### config.mk
export PLATFORM = sky130hd
export DESIGN_NAME = mem_stage_module
export DESIGN_NICKNAME = d
export VERILOG_FILES = /design/src/rtl/mips_pkg.sv /design/src/rtl/ex_mem_reg.sv /design/src/rtl/mem_stage_module.sv
export SDC_FILE = /design/constraint.sdc
export NUM_CORES = 1
export LEC_CHECK = 0
export ABC_AREA = 1
export CAP_MARGIN = 10
export CORE_MARGIN = 2
export CORE_UTILIZATION = 42
export CTS_CLUSTER_DIAMETER = 100
export DETAILED_ROUTE_END_ITERATION = 10
export PLACE_DENSITY = 0.89
export SYNTH_ARGS = -nofsm -noshare
export SYNTH_HDL_FRONTEND = slang
export SYNTH_SLANG_ARGS = --single-unit
### constraint.sdc
create_clock -name clk -period 2 [get_ports clk]
set_input_delay 0.6 -clock clk [delete_from_list [all_inputs] [get_ports clk]]
set_output_delay 0.6 -clock clk [all_outputs]
set_load 0.005 [all_outputs]
### src/rtl/mips_pkg.sv
// rtl/mips_pkg.sv - shared MIPS pipeline types: MEM-stage state encoding, widths, EX/MEM and MEM/WB control bundles
package mips_pkg;

  localparam int DEF_DATA_W = 32;
  localparam int DEF_REG_W  = 5;

  typedef enum logic {
    IDLE   = 1'b0,
    ACCESS = 1'b1
  } state_t;

  typedef struct packed {
    logic mem_to_reg;
    logic reg_write;
    logic mem_read;
    logic mem_write;
  } ex_mem_ctrl_t;

  // Field order of the MEM/WB control word as consumed by the WB stage
  typedef struct packed {
    logic mem_to_reg;
    logic reg_write;
  } mem_wb_ctrl_t;

endpackage

### src/rtl/ex_mem_reg.sv
// rtl/ex_mem_reg.sv - EX/MEM capture register with load enable and synchronous reset
module ex_mem_reg
  import mips_pkg::*;
#(
  parameter int DATA_W = DEF_DATA_W,
  parameter int REG_W  = DEF_REG_W
) (
  input  logic              clk,
  input  logic              rst,
  input  logic              load,
  input  logic [DATA_W-1:0] alu_result,
  input  logic [DATA_W-1:0] store_data,
  input  logic [REG_W-1:0]  write_reg,
  input  ex_mem_ctrl_t      ctrl,
  output logic [DATA_W-1:0] alu_result_q,
  output logic [DATA_W-1:0] store_data_q,
  output logic [REG_W-1:0]  write_reg_q,
  output ex_mem_ctrl_t      ctrl_q
);

  always_ff @(posedge clk) begin
    if (rst) begin
      alu_result_q <= '0;
      store_data_q <= '0;
      write_reg_q  <= '0;
      ctrl_q       <= '0;
    end else if (load) begin
      alu_result_q <= alu_result;
      store_data_q <= store_data;
      write_reg_q  <= write_reg;
      ctrl_q       <= ctrl;
    end
  end

endmodule

### src/rtl/mem_stage_module.sv
// rtl/mem_stage_module.sv - MIPS MEM stage: EX/MEM capture, branch resolve, dmem handshake, MEM/WB register; MEM_ALIGN_CHECK_EN adds misalign_err
module mem_stage_module
  import mips_pkg::*;
#(
  parameter int DATA_W = DEF_DATA_W,
  parameter int REG_W  = DEF_REG_W,
  parameter int CNT_W  = 16
) (
  input  logic              clk,
  input  logic              rst,
  input  logic              in_valid,
  output logic              in_ready,
  input  logic [DATA_W-1:0] add_result,
  input  logic [DATA_W-1:0] alu_result,
  input  logic [DATA_W-1:0] read_data2_out,
  input  logic [REG_W-1:0]  mux_out,
  input  logic              zero_out,
  input  logic              MemtoReg,
  input  logic              RegWrite,
  input  logic              MemRead,
  input  logic              MemWrite,
  input  logic              Branch,
  output logic              PCSrc,
  output logic [DATA_W-1:0] branch_target,
  output logic              dmem_req,
  output logic              dmem_we,
  output logic [DATA_W-1:0] dmem_addr,
  output logic [DATA_W-1:0] dmem_wdata,
  input  logic [DATA_W-1:0] dmem_rdata,
  input  logic              dmem_ack,
  output logic              wb_valid,
  output logic [DATA_W-1:0] wb_read_data,
  output logic [DATA_W-1:0] wb_alu_result,
  output logic [REG_W-1:0]  wb_write_reg,
  output logic              MemtoReg_wb,
  output logic              RegWrite_wb,
  output logic [CNT_W-1:0]  stall_count
`ifdef MEM_ALIGN_CHECK_EN
  ,
  output logic              misalign_err
`endif
);

  state_t       state;
  ex_mem_ctrl_t ctrl_in, cap_ctrl;
  mem_wb_ctrl_t wb_ctrl;
  logic [DATA_W-1:0] cap_alu, cap_wdata;
  logic [REG_W-1:0]  cap_reg;
  logic capture, misaligned, go_access;

  assign in_ready  = (state == IDLE);
  assign capture   = in_valid & in_ready;
  assign ctrl_in   = '{mem_to_reg: MemtoReg, reg_write: RegWrite,
                       mem_read: MemRead, mem_write: MemWrite};

`ifdef MEM_ALIGN_CHECK_EN
  assign misaligned = (MemRead | MemWrite) && (alu_result[1:0] != 2'b00);
`else
  assign misaligned = 1'b0;
`endif
  assign go_access = (MemRead | MemWrite) & ~misaligned;

  ex_mem_reg #(.DATA_W(DATA_W), .REG_W(REG_W)) u_ex_mem_reg (
    .clk          (clk),
    .rst          (rst),
    .load         (capture),
    .alu_result   (alu_result),
    .store_data   (read_data2_out),
    .write_reg    (mux_out),
    .ctrl         (ctrl_in),
    .alu_result_q (cap_alu),
    .store_data_q (cap_wdata),
    .write_reg_q  (cap_reg),
    .ctrl_q       (cap_ctrl)
  );

  // Request lines come straight from the state flop and capture register, so they hold until ack
  assign dmem_req   = (state == ACCESS);
  assign dmem_we    = dmem_req & cap_ctrl.mem_write;
  assign dmem_addr  = cap_alu;
  assign dmem_wdata = cap_wdata;

  assign MemtoReg_wb = wb_ctrl.mem_to_reg;
  assign RegWrite_wb = wb_ctrl.reg_write;

  always_ff @(posedge clk) begin
    if (rst) begin
      state         <= IDLE;
      PCSrc         <= 1'b0;
      branch_target <= '0;
      wb_valid      <= 1'b0;
      wb_read_data  <= '0;
      wb_alu_result <= '0;
      wb_write_reg  <= '0;
      wb_ctrl       <= '0;
      stall_count   <= '0;
`ifdef MEM_ALIGN_CHECK_EN
      misalign_err  <= 1'b0;
`endif
    end else begin
      PCSrc    <= 1'b0;
      wb_valid <= 1'b0;
`ifdef MEM_ALIGN_CHECK_EN
      misalign_err <= 1'b0;
`endif
      if (state == IDLE) begin
        if (in_valid) begin
          PCSrc         <= Branch & zero_out;
          branch_target <= add_result;
          if (go_access) begin
            state <= ACCESS;
          end else begin
            wb_valid      <= 1'b1;
            wb_read_data  <= '0;
            wb_alu_result <= alu_result;
            wb_write_reg  <= mux_out;
            wb_ctrl       <= '{mem_to_reg: MemtoReg, reg_write: RegWrite & ~misaligned};
`ifdef MEM_ALIGN_CHECK_EN
            misalign_err  <= misaligned;
`endif
          end
        end
      end else begin
        if (stall_count != {CNT_W{1'b1}}) stall_count <= stall_count + CNT_W'(1);
        if (dmem_ack) begin
          state         <= IDLE;
          wb_valid      <= 1'b1;
          // A simultaneous read+write is treated as a store
          wb_read_data  <= (cap_ctrl.mem_read & ~cap_ctrl.mem_write) ? dmem_rdata : '0;
          wb_alu_result <= cap_alu;
          wb_write_reg  <= cap_reg;
          wb_ctrl       <= '{mem_to_reg: cap_ctrl.mem_to_reg, reg_write: cap_ctrl.reg_write};
        end
      end
    end
  end

endmodule

==> run metrics, run 1 <==
status finished, final reports clean; WP data arrival around 1400 ps; die height 136.5 µm; IO Pins 331; hpwl dp 16,330 µm; Leakage 4.408 nW; hold_ws approximately 460 ps; Reg clk slew, reported paths around 80 ps; initial antenna violation count 0; Slew HR 0.6609; DR iter-0 viols 508; CTS Root Cell clkbuf_16; metal3 WL 2094 µm; CTS max path bufs 2; WHS Endpoint u_ex_mem_reg.write_reg_q[3]; Yosys cell types 25; ANT nets after route 0; Post-route DRC 0; clk_lat worst skew 430 ps; Power, Total slightly above 9 mW; final period utilization 0.9783; vias per cell 5.086; setup slack at placement -101.7 ps; layout cells sized above 1 0.06759; cts hold-fix bufs 0; WL met2 11,230 µm; Setup Viol. Count Final 0; largest net degree at the start of global routing 76; fin nets 1,433; cells after synthesis 981; Slew Limit Fails 0; R2R Path Start dmem_req; routed wire length 23,240 µm; VDD IR max 580.7 µV; endpoint of the worst register-to-register path wb_alu_result[16]; number of diodes 0; Die W ~140 µm; Startpoint Class register; Min-Delay Path Class reg2reg; DRT met1 WL 9134 µm; CP Capture Type primary output; Power Internal 6.642 mW; CP Max Fanout 2; fmax 511.1 MHz; area of the core 17,240 µm²; Top delay family on crit path buffers and inverters; final instance area 11,570 µm²; RSZ-0062 raised after global routing false; #FFs+latches synth 195; Syn-to-layout area delta 56.96%; Worst R2R Path Depth 6; R2R Setup Slk 190 ps; Combinational Power Share 0.164; gr usage total 0.2454; Slew @ Worst Pin 508.7 ps; Setup Skew 18.39 ps; Initial Util 0.4277; quantity of I/O buffers inserted on ports 330; WL per Instance 15.22 µm; commonest non-fill, non-tap cell in the layout clkdlybuf4s50_1; Die ar. 18,630 µm²; H-tree depth 4; vias in the first global route 7,520; row count 48; Yosys Warn Count 0; Syn Std Cell Area about 7400 µm²; first-pass GRT wire length around 37,000 µm; CTS buffer count 17; Final Wtd Congestion 0.8412; clk sinks between 150 and 200; Worst Path Buf+Inv 1; CP required 1400 ps; via count 7,767; syn_area_per_cell 7.515 µm²; Placed Area 10,960 µm²; Clock Power Share 0.367; top layer reached by signal wires met4; router iterations before antenna repair 5; CTS tree done; Syn Nets 1,125; worst-path cell chain clkdlybuf4s50_1; HP Start u_ex_mem_reg.write_reg_q[3]; sw frac 0.2697; Seq/Total Area, Yosys 0.5295; WS Path Type reg2out; gr ovfl total 0; slowest stage cell, crit path clkdlybuf4s50_1; final setup TNS 0 ps; Seq pwr share 0.469; highest-count cells in the layout ignoring fill and taps clkdlybuf4s50_1, nand2_1, dfxtp_1; Hold Vio Cnt, Final 0; Hold Path Depth 2; worst setup margin ~43 ps; FILL cells 1,345; final critical-path required period a little under 2000 ps; Max Cap Viol 0; Critical Path Max Stage Delay 560 ps; PD cells 786.0 nW/µm²; net switching power approximately 2.5 mW
-- cell usage after synthesis (all sizes together) --
cell type,number,area share
nand2,239,0.12
dfxtp,195,0.53
nor2,181,0.096
o21ai,138,0.094
a21oi,51,0.035
nand3,47,0.032
a31oi,39,0.033
clkbuf,38,0.019
buf,31,0.022
inv,17,0.0090
nor3,2,0.0029
ha,1,0.0017
nand4,1,0.0029
o21a,1,0.0010
-- power by group through the flow --
stage	sequential, mW	combinational, mW	clock, mW
floorplan	4.35	0.518	0
global placement	4.34	1.46	0
detailed placement	4.35	1.49	0
CTS	4.26	1.50	3.40
global route	4.29	1.64	3.55
finish	4.26	1.49	3.34
-- worst reg2reg max path, cell delays in order (launching register included) --
cell and delay (ps):
dfxtp_4 410, buf_4 450, nand2_1 140, nand2_2 220, buf_12 220, o21ai_0 130
a31oi_1 170
-- per-stage QoR --
step                utilization  std cells
detailed placement       0.6360       1495
floorplan                     -        981
global placement         0.6360       1495
global route             0.6713       1527
CTS                      0.6707       1527
finish                   0.6713       1527
-- kinds of logic after synthesis --
logic type               after synthesis  share of synthesized area
flip-flops                           195                     0.5295
buffers and inverters                 86                    0.05058
AND/OR/NAND/NOR                      470                     0.2553
AO/OA/AOI/OAI                        229                     0.1629
adder cells (fa/ha/maj)                1                   0.001697
-- worst max path at each step --
stage	cells after the start	to	startpoint
floorplan	4	dmem_we	dmem_req
global placement	8	u_ex_mem_reg.store_data_q[5]	in_valid
detailed placement	7	wb_read_data[31]	MemRead
CTS	1	stall_count[5]	stall_count[5]
global route	1	stall_count[15]	stall_count[15]
finish	1	wb_read_data[30]	wb_read_data[30]
-- metal layers --
metal / vias to the layer above / global-route usage
met5: - / 0
met4: 0 / 0.1030
met2: 348 / 0.4081
met3: 53 / 0.08091
li1: 3841 / -
met1: 3525 / 0.2894
-- layout make-up --
cell class	instances	area [µm²]	share of cell area
sequential	195	3925	0.3392
tap	225	281.5	0.02433
timing repair buffer	358	3615	0.3124
clock buffer	17	425.4	0.03676
multi-input combinational	700	3095	0.2675
clock inverter	15	161.4	0.01395
inverter	17	67.56	0.005839
-- repair_timing --
action                     CTS  global route
gates resized for setup     14             6
setup buffers                0             0
setup endpoints to repair   13             6
(Power assumes the default switching activity.)
==> inputs of run 2 (changes only) <==
--- a/config.mk
+++ b/config.mk
@@ -6,12 +6,12 @@
 export NUM_CORES = 1
 export LEC_CHECK = 0
 export ABC_AREA = 1
-export CAP_MARGIN = 10
+export CAP_MARGIN = 20
 export CORE_MARGIN = 2
-export CORE_UTILIZATION = 42
+export CORE_UTILIZATION = 38
 export CTS_CLUSTER_DIAMETER = 100
 export DETAILED_ROUTE_END_ITERATION = 10
-export PLACE_DENSITY = 0.89
+export PLACE_DENSITY = 0.85
 export SYNTH_ARGS = -nofsm -noshare
 export SYNTH_HDL_FRONTEND = slang
 export SYNTH_SLANG_ARGS = --single-unit
==> constraint.sdc (replaced) <==
create_clock -name clk -period 1.8 [get_ports clk]
set_input_delay 0.54 -clock clk [delete_from_list [all_inputs] [get_ports clk]]
set_output_delay 0.54 -clock clk [all_outputs]
set_load 0.005 [all_outputs]
==> run metrics, run 2 (same netlist as run 1, synthesis figures left out) <==
status finished, final reports clean (unchanged); initial antenna violation count 1 (was 0); WS Path Type reg2out (unchanged); fin nets 1,447 (was 1,433); CTS max path bufs 2 (unchanged); clk_lat worst skew 430 ps (about the same); highest-count cells in the layout ignoring fill and taps nand2_1, dlygate4sd2_1, nor2_1 (was clkdlybuf4s50_1, nand2_1, dfxtp_1); ANT nets after route 0 (unchanged); CTS Root Cell clkbuf_16 (unchanged); Setup Viol. Count Final 0 (unchanged); Final Non-Filler Cells 1,576 (was 1,527); die height 143.3 µm (was 136.5 µm); Leakage 5.226 nW (was 4.408 nW); WL per Instance 14.98 µm (was 15.22 µm); cts hold-fix bufs 0 (unchanged); final period utilization 0.9768; vias per cell 5.016 (was 5.086); final instance area 11,540 µm² (was 11,570 µm²); router iterations before antenna repair 5 (unchanged); RSZ-0062 raised after global routing false (unchanged); largest net degree at the start of global routing 108 (was 76); Worst Path Buf+Inv 1 (unchanged); Final Wtd Congestion 0.8196 (was 0.8412); final critical-path required period about 1800 ps; via count 7,906 (was 7,767); vias in the first global route 7,648 (was 7,520); CTS tree done (unchanged); commonest non-fill, non-tap cell in the layout nand2_1 (was clkdlybuf4s50_1); Setup Skew 14.26 ps (was 18.39 ps); IO Pins 331 (unchanged); FILL cells 1,642 (was 1,345); PD cells 862.3 nW/µm² (was 786.0 nW/µm²); slowest stage cell, crit path clkdlybuf4s50_1 (unchanged); CP required 1260 ps (was 1400 ps); Slew Limit Fails 0 (unchanged); area of the core 18,890 µm² (was 17,240 µm²); fmax about 570 MHz; Inst Count DP 1,530 (was 1,495); first-pass GRT wire length 37,340 µm (was 36,560 µm); row count 50 (was 48); routed wire length 23,610 µm (was 23,240 µm); worst-path cell chain clkdlybuf4s50_1 (unchanged); Placed Area 11,010 µm² (was 10,960 µm²); CTS buffer count 17 (unchanged); hpwl dp 16,220 µm (was 16,330 µm); quantity of I/O buffers inserted on ports 330 (unchanged); Max Cap Viol 0 (unchanged); Syn-to-layout area delta 56.48% (was 56.96%); CP Max Fanout 1 (was 2); Slew @ Worst Pin 494.8 ps (was 508.7 ps); final setup TNS 0 ps (unchanged); gr usage total 0.2257 (was 0.2454); Min-Delay Path Class reg2reg (unchanged); Top delay family on crit path buffers and inverters (unchanged); CP Capture Type primary output (unchanged); VDD IR max 589.0 µV (was 580.7 µV); Die W 143.3 µm (was 136.5 µm); layout cells sized above 1 0.1132 (was 0.06759); Power, Total 9.948 mW (was 9.095 mW); gr ovfl total 0 (unchanged); Initial Util 0.3902 (was 0.4277); clk sinks 195 (unchanged); number of diodes 0 (unchanged); Die ar. 20,530 µm² (was 18,630 µm²); Critical Path Max Stage Delay 490 ps (was 560 ps); Reg clk slew, reported paths 70 ps (was 80 ps); H-tree depth 4 (unchanged); DR iter-0 viols 460 (was 508); Startpoint Class register (unchanged); Post-route DRC 0 (unchanged); Hold Vio Cnt, Final 0 (unchanged); WP data arrival 1220 ps (was 1360 ps); Slew HR 0.6701 (was 0.6609)
-- run 2: final timing paths --
| check | start | end | slack [ps] | cells after the start |
|---|---|---|---|---|
| setup reg to reg | dmem_req | wb_read_data[5] | 230 | 6 |
| setup / recovery | PCSrc | PCSrc | 40 | 1 |
| hold reg to reg | u_ex_mem_reg.write_reg_q[3] | u_ex_mem_reg.write_reg_q[3] | 460 | 2 |
| hold / removal | u_ex_mem_reg.write_reg_q[3] | u_ex_mem_reg.write_reg_q[3] | 460 | 2 |
-- run 2: final cells by class --
| class | instances | area [µm²] | share of cell area |
|---|---|---|---|
| Clock buffer | 19 | 452.9 | 0.03926 |
| Clock inverter | 13 | 115.1 | 0.009978 |
| Inverter | 17 | 67.56 | 0.005857 |
| Multi-Input combinational cell | 700 | 3095 | 0.2683 |
| Sequential cell | 195 | 3988 | 0.3457 |
| Tap cell | 260 | 325.3 | 0.02820 |
| Timing Repair Buffer | 372 | 3492 | 0.3027 |
-- run 2: through the flow --
| stage | utilization | hold slack [ps] | setup WS (ps) |
|---|---|---|---|
| finish | 0.6106 | 464.4 | 41.79 |
| CTS | 0.6103 | 464.2 | 0.1682 |
| detailed placement | 0.5826 | 452.8 | -295.6 |
| floorplan | - | 441.2 | 274.7 |
| global route | 0.6106 | 490.1 | 0.9983 |
| global placement | 0.5826 | 448.1 | -228.8 |
-- run 2: report_power, final --
| part | switching, mW | leakage [nW] | internal, mW |
|---|---|---|---|
| Clock | 1.81 | 0.277 | 1.90 |
| Combinational | 0.733 | 3.32 | 0.775 |
| Sequential | 0.141 | 1.63 | 4.59 |
-- run 2: repair_timing --
action	4_1_cts	5_1_grt
cloned	0	0
setup endpoints to repair	187	2
hold endpoints to repair	0	0
buffers inserted	14	0
resized for setup	252	2
-- run 2: layer usage --
layer  vias up  GRT usage  routed length, µm
met5         -          0                 13
li1       3862          -                  -
met2       342     0.3815              11360
met3        58    0.06539               1897
met4         2     0.1001                783
met1      3642     0.2661               9556
